$ cat config.mk
export PLATFORM = sky130hd
export DESIGN_NAME = wb_cmd_master
export DESIGN_NICKNAME = d
export VERILOG_FILES = /design/src/rtl/wb_cmd_master.sv
export SDC_FILE = /design/constraint.sdc
export NUM_CORES = 1
export LEC_CHECK = 0
export CORE_MARGIN = 5
export CORE_UTILIZATION = 40
export DETAILED_ROUTE_END_ITERATION = 16
export PLACE_DENSITY = 0.67
export SETUP_SLACK_MARGIN = 0.2
export SYNTH_ARGS = -nofsm -noshare
export SYNTH_HDL_FRONTEND = slang
export SYNTH_SLANG_ARGS = --single-unit
export TNS_END_PERCENT = 30
$ cat constraint.sdc
create_clock -name clk_100MHz -period 6.6 [get_ports clk_100MHz]
set_input_delay 1.32 -clock clk_100MHz [delete_from_list [all_inputs] [get_ports clk_100MHz]]
set_output_delay 1.32 -clock clk_100MHz [all_outputs]
set_load 0.005 [all_outputs]
$ cat src/rtl/wb_cmd_master.sv
// -----------------------------------------------------------------------------
// wb_cmd_master
//
// Queues bus commands in a small FIFO and issues them one at a time as
// classic Wishbone single cycles. Each transaction ends on wb_ack_i or when
// the wait counter reaches TIMEOUT, whichever comes first (ack wins a tie).
// Every completion, normal or aborted, produces a one-cycle rsp_valid pulse.
//
// Ports
//   clk_100MHz        sole clock, rising edge
//   reset_n           synchronous active-low reset
//   cmd_valid/ready   command handshake into the FIFO
//   cmd_we/adr/dat/sel command fields (write enable, address, data, selects)
//   wb_cyc_o/stb_o    Wishbone cycle and strobe (registered)
//   wb_we_o/adr_o/dat_o/sel_o  Wishbone command fields (registered)
//   wb_dat_i/ack_i    Wishbone read data and acknowledge
//   rsp_valid         one-cycle completion pulse
//   rsp_dat           read data; 0 for writes and aborts
//   rsp_err           1 when the transaction was aborted by timeout
//   fifo_level        current FIFO occupancy, 0..DEPTH
//   busy              FSM active or FIFO non-empty
// -----------------------------------------------------------------------------
module wb_cmd_master #(
    parameter int ADDR_W  = 27,
    parameter int DATA_W  = 32,
    parameter int DEPTH   = 16,
    parameter int TIMEOUT = 255
) (
    input  logic                      clk_100MHz,
    input  logic                      reset_n,
    input  logic                      cmd_valid,
    output logic                      cmd_ready,
    input  logic                      cmd_we,
    input  logic [ADDR_W-1:0]         cmd_adr,
    input  logic [DATA_W-1:0]         cmd_dat,
    input  logic [DATA_W/8-1:0]       cmd_sel,
    output logic                      wb_cyc_o,
    output logic                      wb_stb_o,
    output logic                      wb_we_o,
    output logic [ADDR_W-1:0]         wb_adr_o,
    output logic [DATA_W-1:0]         wb_dat_o,
    output logic [DATA_W/8-1:0]       wb_sel_o,
    input  logic [DATA_W-1:0]         wb_dat_i,
    input  logic                      wb_ack_i,
    output logic                      rsp_valid,
    output logic [DATA_W-1:0]         rsp_dat,
    output logic                      rsp_err,
    output logic [$clog2(DEPTH):0]    fifo_level,
    output logic                      busy
);

    localparam int SEL_W   = DATA_W / 8;
    localparam int PTR_W   = $clog2(DEPTH);
    localparam int CNT_W   = PTR_W + 1;
    localparam int WAIT_W  = $clog2(TIMEOUT + 1);
    localparam int ENTRY_W = 1 + ADDR_W + DATA_W + SEL_W;

    typedef enum logic [1:0] {IDLE, BUS, GAP} state_t;

    // ------------------------------------------------------------------
    // Command FIFO
    // ------------------------------------------------------------------
    logic [ENTRY_W-1:0] mem [DEPTH];
    logic [PTR_W-1:0]   wr_ptr, rd_ptr;
    logic [CNT_W-1:0]   count;
    logic               push, pop;

    logic               head_we;
    logic [ADDR_W-1:0]  head_adr;
    logic [DATA_W-1:0]  head_dat;
    logic [SEL_W-1:0]   head_sel;

    // A full FIFO refuses a push even if the FSM pops on the same edge.
    assign cmd_ready  = (count != CNT_W'(DEPTH));
    assign push       = cmd_valid & cmd_ready;
    assign fifo_level = count;
    assign {head_we, head_adr, head_dat, head_sel} = mem[rd_ptr];

    // NOTE: the storage array has no reset; count alone decides which
    // entries are live, so flushing only needs the pointers and count.
    always_ff @(posedge clk_100MHz) begin
        if (push) begin
            mem[wr_ptr] <= {cmd_we, cmd_adr, cmd_dat, cmd_sel};
        end
    end

    // NOTE: state registers use non-blocking assignments so every flop
    // samples the pre-edge values regardless of statement order.
    always_ff @(posedge clk_100MHz) begin
        if (!reset_n) begin
            wr_ptr <= '0;
            rd_ptr <= '0;
            count  <= '0;
        end else begin
            if (push) wr_ptr <= wr_ptr + 1'b1;
            if (pop)  rd_ptr <= rd_ptr + 1'b1;
            case ({push, pop})
                2'b10:   count <= count + 1'b1;
                2'b01:   count <= count - 1'b1;
                default: ;
            endcase
        end
    end

    // ------------------------------------------------------------------
    // Transaction FSM
    // ------------------------------------------------------------------
    state_t             state, state_n;
    logic [WAIT_W-1:0]  wait_cnt, wait_n;
    logic               stb_q, stb_n;
    logic               we_n;
    logic [ADDR_W-1:0]  adr_n;
    logic [DATA_W-1:0]  dat_n;
    logic [SEL_W-1:0]   sel_n;
    logic               rsp_valid_n, rsp_err_n;
    logic [DATA_W-1:0]  rsp_dat_n;
    logic               load_head;

    // cyc and stb always move together for single transfers.
    assign wb_cyc_o = stb_q;
    assign wb_stb_o = stb_q;
    assign busy     = (state != IDLE) || (count != '0);

    // NOTE: every signal gets a default before the case so no path leaves
    // a value unassigned, which would infer a latch.
    always_comb begin
        state_n     = state;
        wait_n      = wait_cnt;
        stb_n       = stb_q;
        we_n        = wb_we_o;
        adr_n       = wb_adr_o;
        dat_n       = wb_dat_o;
        sel_n       = wb_sel_o;
        rsp_valid_n = 1'b0;
        rsp_err_n   = 1'b0;
        rsp_dat_n   = '0;
        pop         = 1'b0;
        load_head   = 1'b0;

        case (state)
            IDLE: begin
                if (count != '0) load_head = 1'b1;
            end
            BUS: begin
                // Ack is tested first so an ack on the timeout edge wins.
                if (wb_ack_i) begin
                    pop         = 1'b1;
                    stb_n       = 1'b0;
                    state_n     = GAP;
                    rsp_valid_n = 1'b1;
                    rsp_dat_n   = wb_we_o ? '0 : wb_dat_i;
                end else if (wait_cnt == WAIT_W'(TIMEOUT)) begin
                    pop         = 1'b1;
                    stb_n       = 1'b0;
                    state_n     = GAP;
                    rsp_valid_n = 1'b1;
                    rsp_err_n   = 1'b1;
                end else begin
                    wait_n = wait_cnt + 1'b1;
                end
            end
            GAP: begin
                if (count != '0) load_head = 1'b1;
                else             state_n   = IDLE;
            end
            default: state_n = IDLE;
        endcase

        if (load_head) begin
            state_n = BUS;
            stb_n   = 1'b1;
            wait_n  = '0;
            we_n    = head_we;
            adr_n   = head_adr;
            dat_n   = head_dat;
            sel_n   = head_sel;
        end
    end

    always_ff @(posedge clk_100MHz) begin
        if (!reset_n) begin
            state     <= IDLE;
            wait_cnt  <= '0;
            stb_q     <= 1'b0;
            wb_we_o   <= 1'b0;
            wb_adr_o  <= '0;
            wb_dat_o  <= '0;
            wb_sel_o  <= '0;
            rsp_valid <= 1'b0;
            rsp_err   <= 1'b0;
            rsp_dat   <= '0;
        end else begin
            state     <= state_n;
            wait_cnt  <= wait_n;
            stb_q     <= stb_n;
            wb_we_o   <= we_n;
            wb_adr_o  <= adr_n;
            wb_dat_o  <= dat_n;
            wb_sel_o  <= sel_n;
            rsp_valid <= rsp_valid_n;
            rsp_err   <= rsp_err_n;
            rsp_dat   <= rsp_dat_n;
        end
    end

endmodule
Word level (Yosys, flattened, before mapping)
Memory sizes are Yosys's and may differ from the RTL's. A register that Yosys moved wholly into a read port is not among the register bits.
Cells that the tools add are included.

operators by class
  $add $sub $neg = 5
  eq/ne operators = 11
  muxes and demuxes = 17
  bitwise operators = 6
  reduce and logical (&&, ||, !) cells = 16

operators with widths
  operator                                          count
  two-way mux 1 bit                                 12
  case mux 5 bit (2 select lines)                   1
  AND reduction 3 bit                               3
  adder 4 x 1 -> 4 bit, second input constant       2
  adder 8 x 1 -> 8 bit, second input constant       1
  == test 8 bit, second input constant              1
  two-way mux 2 bit                                 3
  inequality test 3 bit, second input constant      2
  case mux 2 bit (3 select lines)                   1
  nonzero test 2 bit                                3
  adder 5 x 1 -> 5 bit, second input constant       1
  inequality test 5 bit, second input constant      1
  NOT 1 bit                                         5
  nonzero test 5 bit                                1
  subtractor 5 x 1 -> 5 bit, second input constant  1
  == test 2 x 1 -> 1 bit, second input constant     2
  == test 2 bit, second input constant              2
  inequality test 2 bit, second input constant      2
  inequality test 4 bit, second input constant      1
  OR reduction 2 bit                                2
  OR reduction 4 bit                                1
  nonzero test 3 bit                                1
  OR reduction 3 bit                                1
  logical NOT 2 bit                                 1
  other kinds (4)                                   4

word-level totals
  bits in registers = 58
  memory bits (writable) = 1024
  input port bits = 100
  output and inout port bits = 107
  logic and storage cells = 66
  memories = 1

memories
  name  depth  width  rd ports  clocked after Yosys merged registers in  wr ports  RTL line  source
  mem   16     64     1         1                                        1         63        logic [ENTRY_W-1:0] mem [DEPTH];

Longest topological paths before layout
  depth in word-level cells = 6
  gate-level depth with buffers = 13
  depth with buffers taken out = 11

Worst setup path after synthesis
Ideal clock, no wire load.

  path type = in2reg
  from = in cmd_valid
  to = mem mem[1][0] in the netlist's numbering, enable pin
  setup time = 0.565 ns
  arrival = 6.222 ns
  required time = 6.035 ns
  path slack = -0.187 ns
  cell stages on the path = 3
  path buffers = 0
  cell sequence = a21boi_1 -> nand2_1 -> nor3_1

on the way
  word-level cells in the longest chain between the ends = 3

RTL lines
  element                                  RTL line  source
  start, declared                          31        input logic cmd_valid,
  bitwise AND 1 bit                        75        assign push = cmd_valid & cmd_ready;
  two-way mux 1 bit                        82        if (push) begin
  two-way mux 1 bit (not written as such)  83        mem[wr_ptr] <= {cmd_we, cmd_adr, cmd_dat, cmd_sel};
  end, declared                            63

No other way between the ends.

Final worst setup path
  from = reg count[1], in the netlist fifo_level[1]
  to = out busy

on the way
  word-level cells in the longest chain between the ends = 2

RTL lines
  element                 RTL line  source
  start, declared         65        logic [CNT_W-1:0] count;
  start signal, assigned  98        2'b10: count <= count + 1'b1;
  start signal, assigned  99        2'b01: count <= count - 1'b1;
  nonzero test 5 bit      122       assign busy = (state != IDLE) || (count != '0);
  logical OR 1 bit        122
  end, declared           49        output logic busy

No other way between the ends.

==> impl_metrics.ini <==
[layout]
syn_to_final_growth_pct = 17.5
final_cells = 3685
final_util = 0.472
drive_gt1_frac = 0.238
nets = 2294
final_common_cell = edfxtp_1
final_cell_mix = 1024 x edfxtp_1, 256 x mux4_2, 206 x clkdlybuf4s50_1

[floorplan]
fp.dieH_um = 337
die-area_um2 = 114000
rows = 120
io_pins = 207
start_util = 0.401
core_um2 = 107000
die_w_um = 337

[global_route]
grt_max_degree = 143
grt_pass1_vias = 20766
gr-total-overflow = 0
antenna_found_initial = 6
grt_pass1_wl_mm = 138
track_usage = 0.161

[drt]
route.detailed.drc = 0
wl_per_cell_um = 24.9
first_pass_iters = 5
dr.max_layer_used = met5
drtAntennaViolNets = 0
wl_met1_mm = 39.0
met2_length_mm = 45.2
drtIter0Drc = 1765
route.met3.wl_mm = 6.34
viasPerCell = 5.41
wl_mm = 91.9
vias = 19951

[logic_synthesis]
synth_xor_area_frac = 0.00245
synth_nets = 2052
synth_mux_area_frac = 0.168
synth_compound_area_frac = 0.0201
syn_avg_cell_area_um2 = 22.1
synth-simple-area-share = 0.0198
synth-seq-area-share = 0.775
netlist_instances = 1942
yosys.area_share.adder = 0.00292
synth.distinct_cells = 47
synth-seq-cells = 1146
yosys_warnings = 0
synth_top_family_by_area = multiplexers
synth_area_um2 = 42800

[setup_path]
r2r_cells = 5
start_kind = flip-flop
path_class = reg -> out
ff2ff_setup_slack_ns = 3.18
endpoint_kind = output pin
worstReg2RegEnd = mem[13][11]$_DFFE_PP_
worst_ep_arrival_time_ns = 2.65
worstPathRequired_ns = 5.28
cp_max_fo = 10
r2r_start = fifo_level[1]$_SDFFE_PN0P_

[min_path]
holdPathStages = 1
hold_start = wb_adr_o[22]$_SDFFE_PN0P_
hold_end = wb_adr_o[22]$_SDFFE_PN0P_
hp-class = reg -> reg

[timing]
skew_ns = 0.0308
tns_ns = 0
tightest_slew_ns = 1.17
final-hold-violation-count = 0
drv_slew = 0
relSlewSlack = 0.220
max_freq_mhz = 252
period_share = 0.601
setup_viol = 0
layout_setup_ws_ns = 2.63
rsz0062_at_grt = false
fin_crit_ns = 3.97

[status]
run_status = finished clean

[power]
power.density_nw_per_um2 = 336
vdd_ir_drop_max_v = 0.000196
leakage_nw = 15.4

[placed_design]
portBuffers = 206
place_ws_ns = 2.07
place_congestion = 0.749
dp_hpwl_mm = 50.7
dp.cells = 3476

[clocking]
clk_pin_slew_ns = 0.06
clk_path_buf_depth = 3
cts_sinks = 1146
clk_latency_ns = 0.67
htreeDepth = 3
cts_buffers = 109
hold_buffers = 0
cts-root-buf = clkbuf_16
postCtsSetupRepairBufs = 0
cts_tree = yes
ctsResizeCount = 0

[run]
cap_violations = 0
[critical path, cell delays in order, from the launching register on]
cell and delay (ns):
dfxtp_1 0.43, or4_1 0.63, or4_1 0.44, clkdlybuf4s50_1 0.48
[cell usage after synthesis (all sizes together)]
cell type  count  area (um^2)
or3            3         18.8
and3           3         18.8
o211ai         5         37.5
o31ai          2         15.0
mux4         256         5770
mux2i         69          691
inv            5         18.8
nand2         13         48.8
nor2b          1         6.26
nor3           8         40.0
ha            10          125
a21boi         2         15.0
o21ai          6         30.0
or3b           2         17.5
a31oi          1         6.26
mux2          64          721
buf           65          359
nor3b          2         20.0
dfxtp        122         2440
a21oi         10         50.1
or2            1         6.26
o21a           2         15.0
and2          34          213
nor2          91          342
nand3          3         15.0
a211o          1         8.76
a221o         64          641
a21o           1         7.51
nor4           1         12.5
xnor2          1         8.76
o21ba          1         10.0
o2111ai        1         8.76
or4            4         30.0
xor2          11         96.3
nand3b         2         15.0
nand2b         5         31.3
o32ai          1         8.76
edfxtp      1024        30700
o311ai         1         8.76
nand4          2         12.5
clkbuf        42          158
[logic make-up (layout without fill, tap and decap cells)]
family          Yosys count  after routing
xor+xnor                 12             12
flops                  1146           1146
compound gates           98             98
other cells               0              4
buf+inv                 112            448
fa+ha+maj                10             10
mux                     389            389
simple gates            175            175
[power breakdown]
part	internal [mW]	switching [mW]
Sequential	8.22	0.241
Combinational	1.12	1.02
Clock	3.72	2.60
[registers in the layout, indices dropped and copies added (netlist names)]
name and count:
wb_adr_o 27, wb_cyc_o 1, rd_ptr 4, mem 1024, rsp_valid 1, state 2
wb_we_o 1, wait_cnt 8, rsp_err 1, fifo_level 5, wr_ptr 4, wb_dat_o 32
wb_sel_o 4, rsp_dat 32
[routing by layer]
metal / vias up / track usage
li1: 8590 / -
met1: 10610 / 0.224
met2: 652 / 0.266
met3: 97 / 0.0320
met4: 2 / 0.0342
met5: - / 0
[worst max-delay path by stage]
| stage | from | end | cells past startpoint |
|---|---|---|---|
| after global routing | fifo_level[1]$_SDFFE_PN0P_ | busy | 3 |
| after global placement | cmd_valid | mem[4][21]$_DFFE_PP_ | 5 |
| after detailed placement | cmd_valid | mem[13][24]$_DFFE_PP_ | 5 |
| final | fifo_level[1]$_SDFFE_PN0P_ | busy | 3 |
| after CTS | fifo_level[1]$_SDFFE_PN0P_ | busy | 3 |
| after floorplan | cmd_valid | mem[0][0]$_DFFE_PP_ | 3 |
[layout make-up]
| class | count | area (um^2) |
|---|---|---|
| clock buffers | 152 | 3110 |
| multi-input cells | 684 | 9260 |
| repair buffers | 238 | 2430 |
| clock inverters | 53 | 578 |
| fillers | 8569 | 56400 |
| inverters | 5 | 18.8 |
| flip-flops and latches | 1146 | 33200 |
| well taps | 1403 | 1760 |
| diodes | 4 | 10.0 |
[through the flow]
stage	instance area, um^2	hold slack [ns]	total power [mW]
global route	50300	0.504	17.6
detailed placement	46700	0.477	10.8
floorplan	42900	0.458	9.76
CTS	50300	0.491	17.1
global placement	46700	0.472	10.8
finish	50400	0.496	16.9
Power figures use the tool's default switching activity.
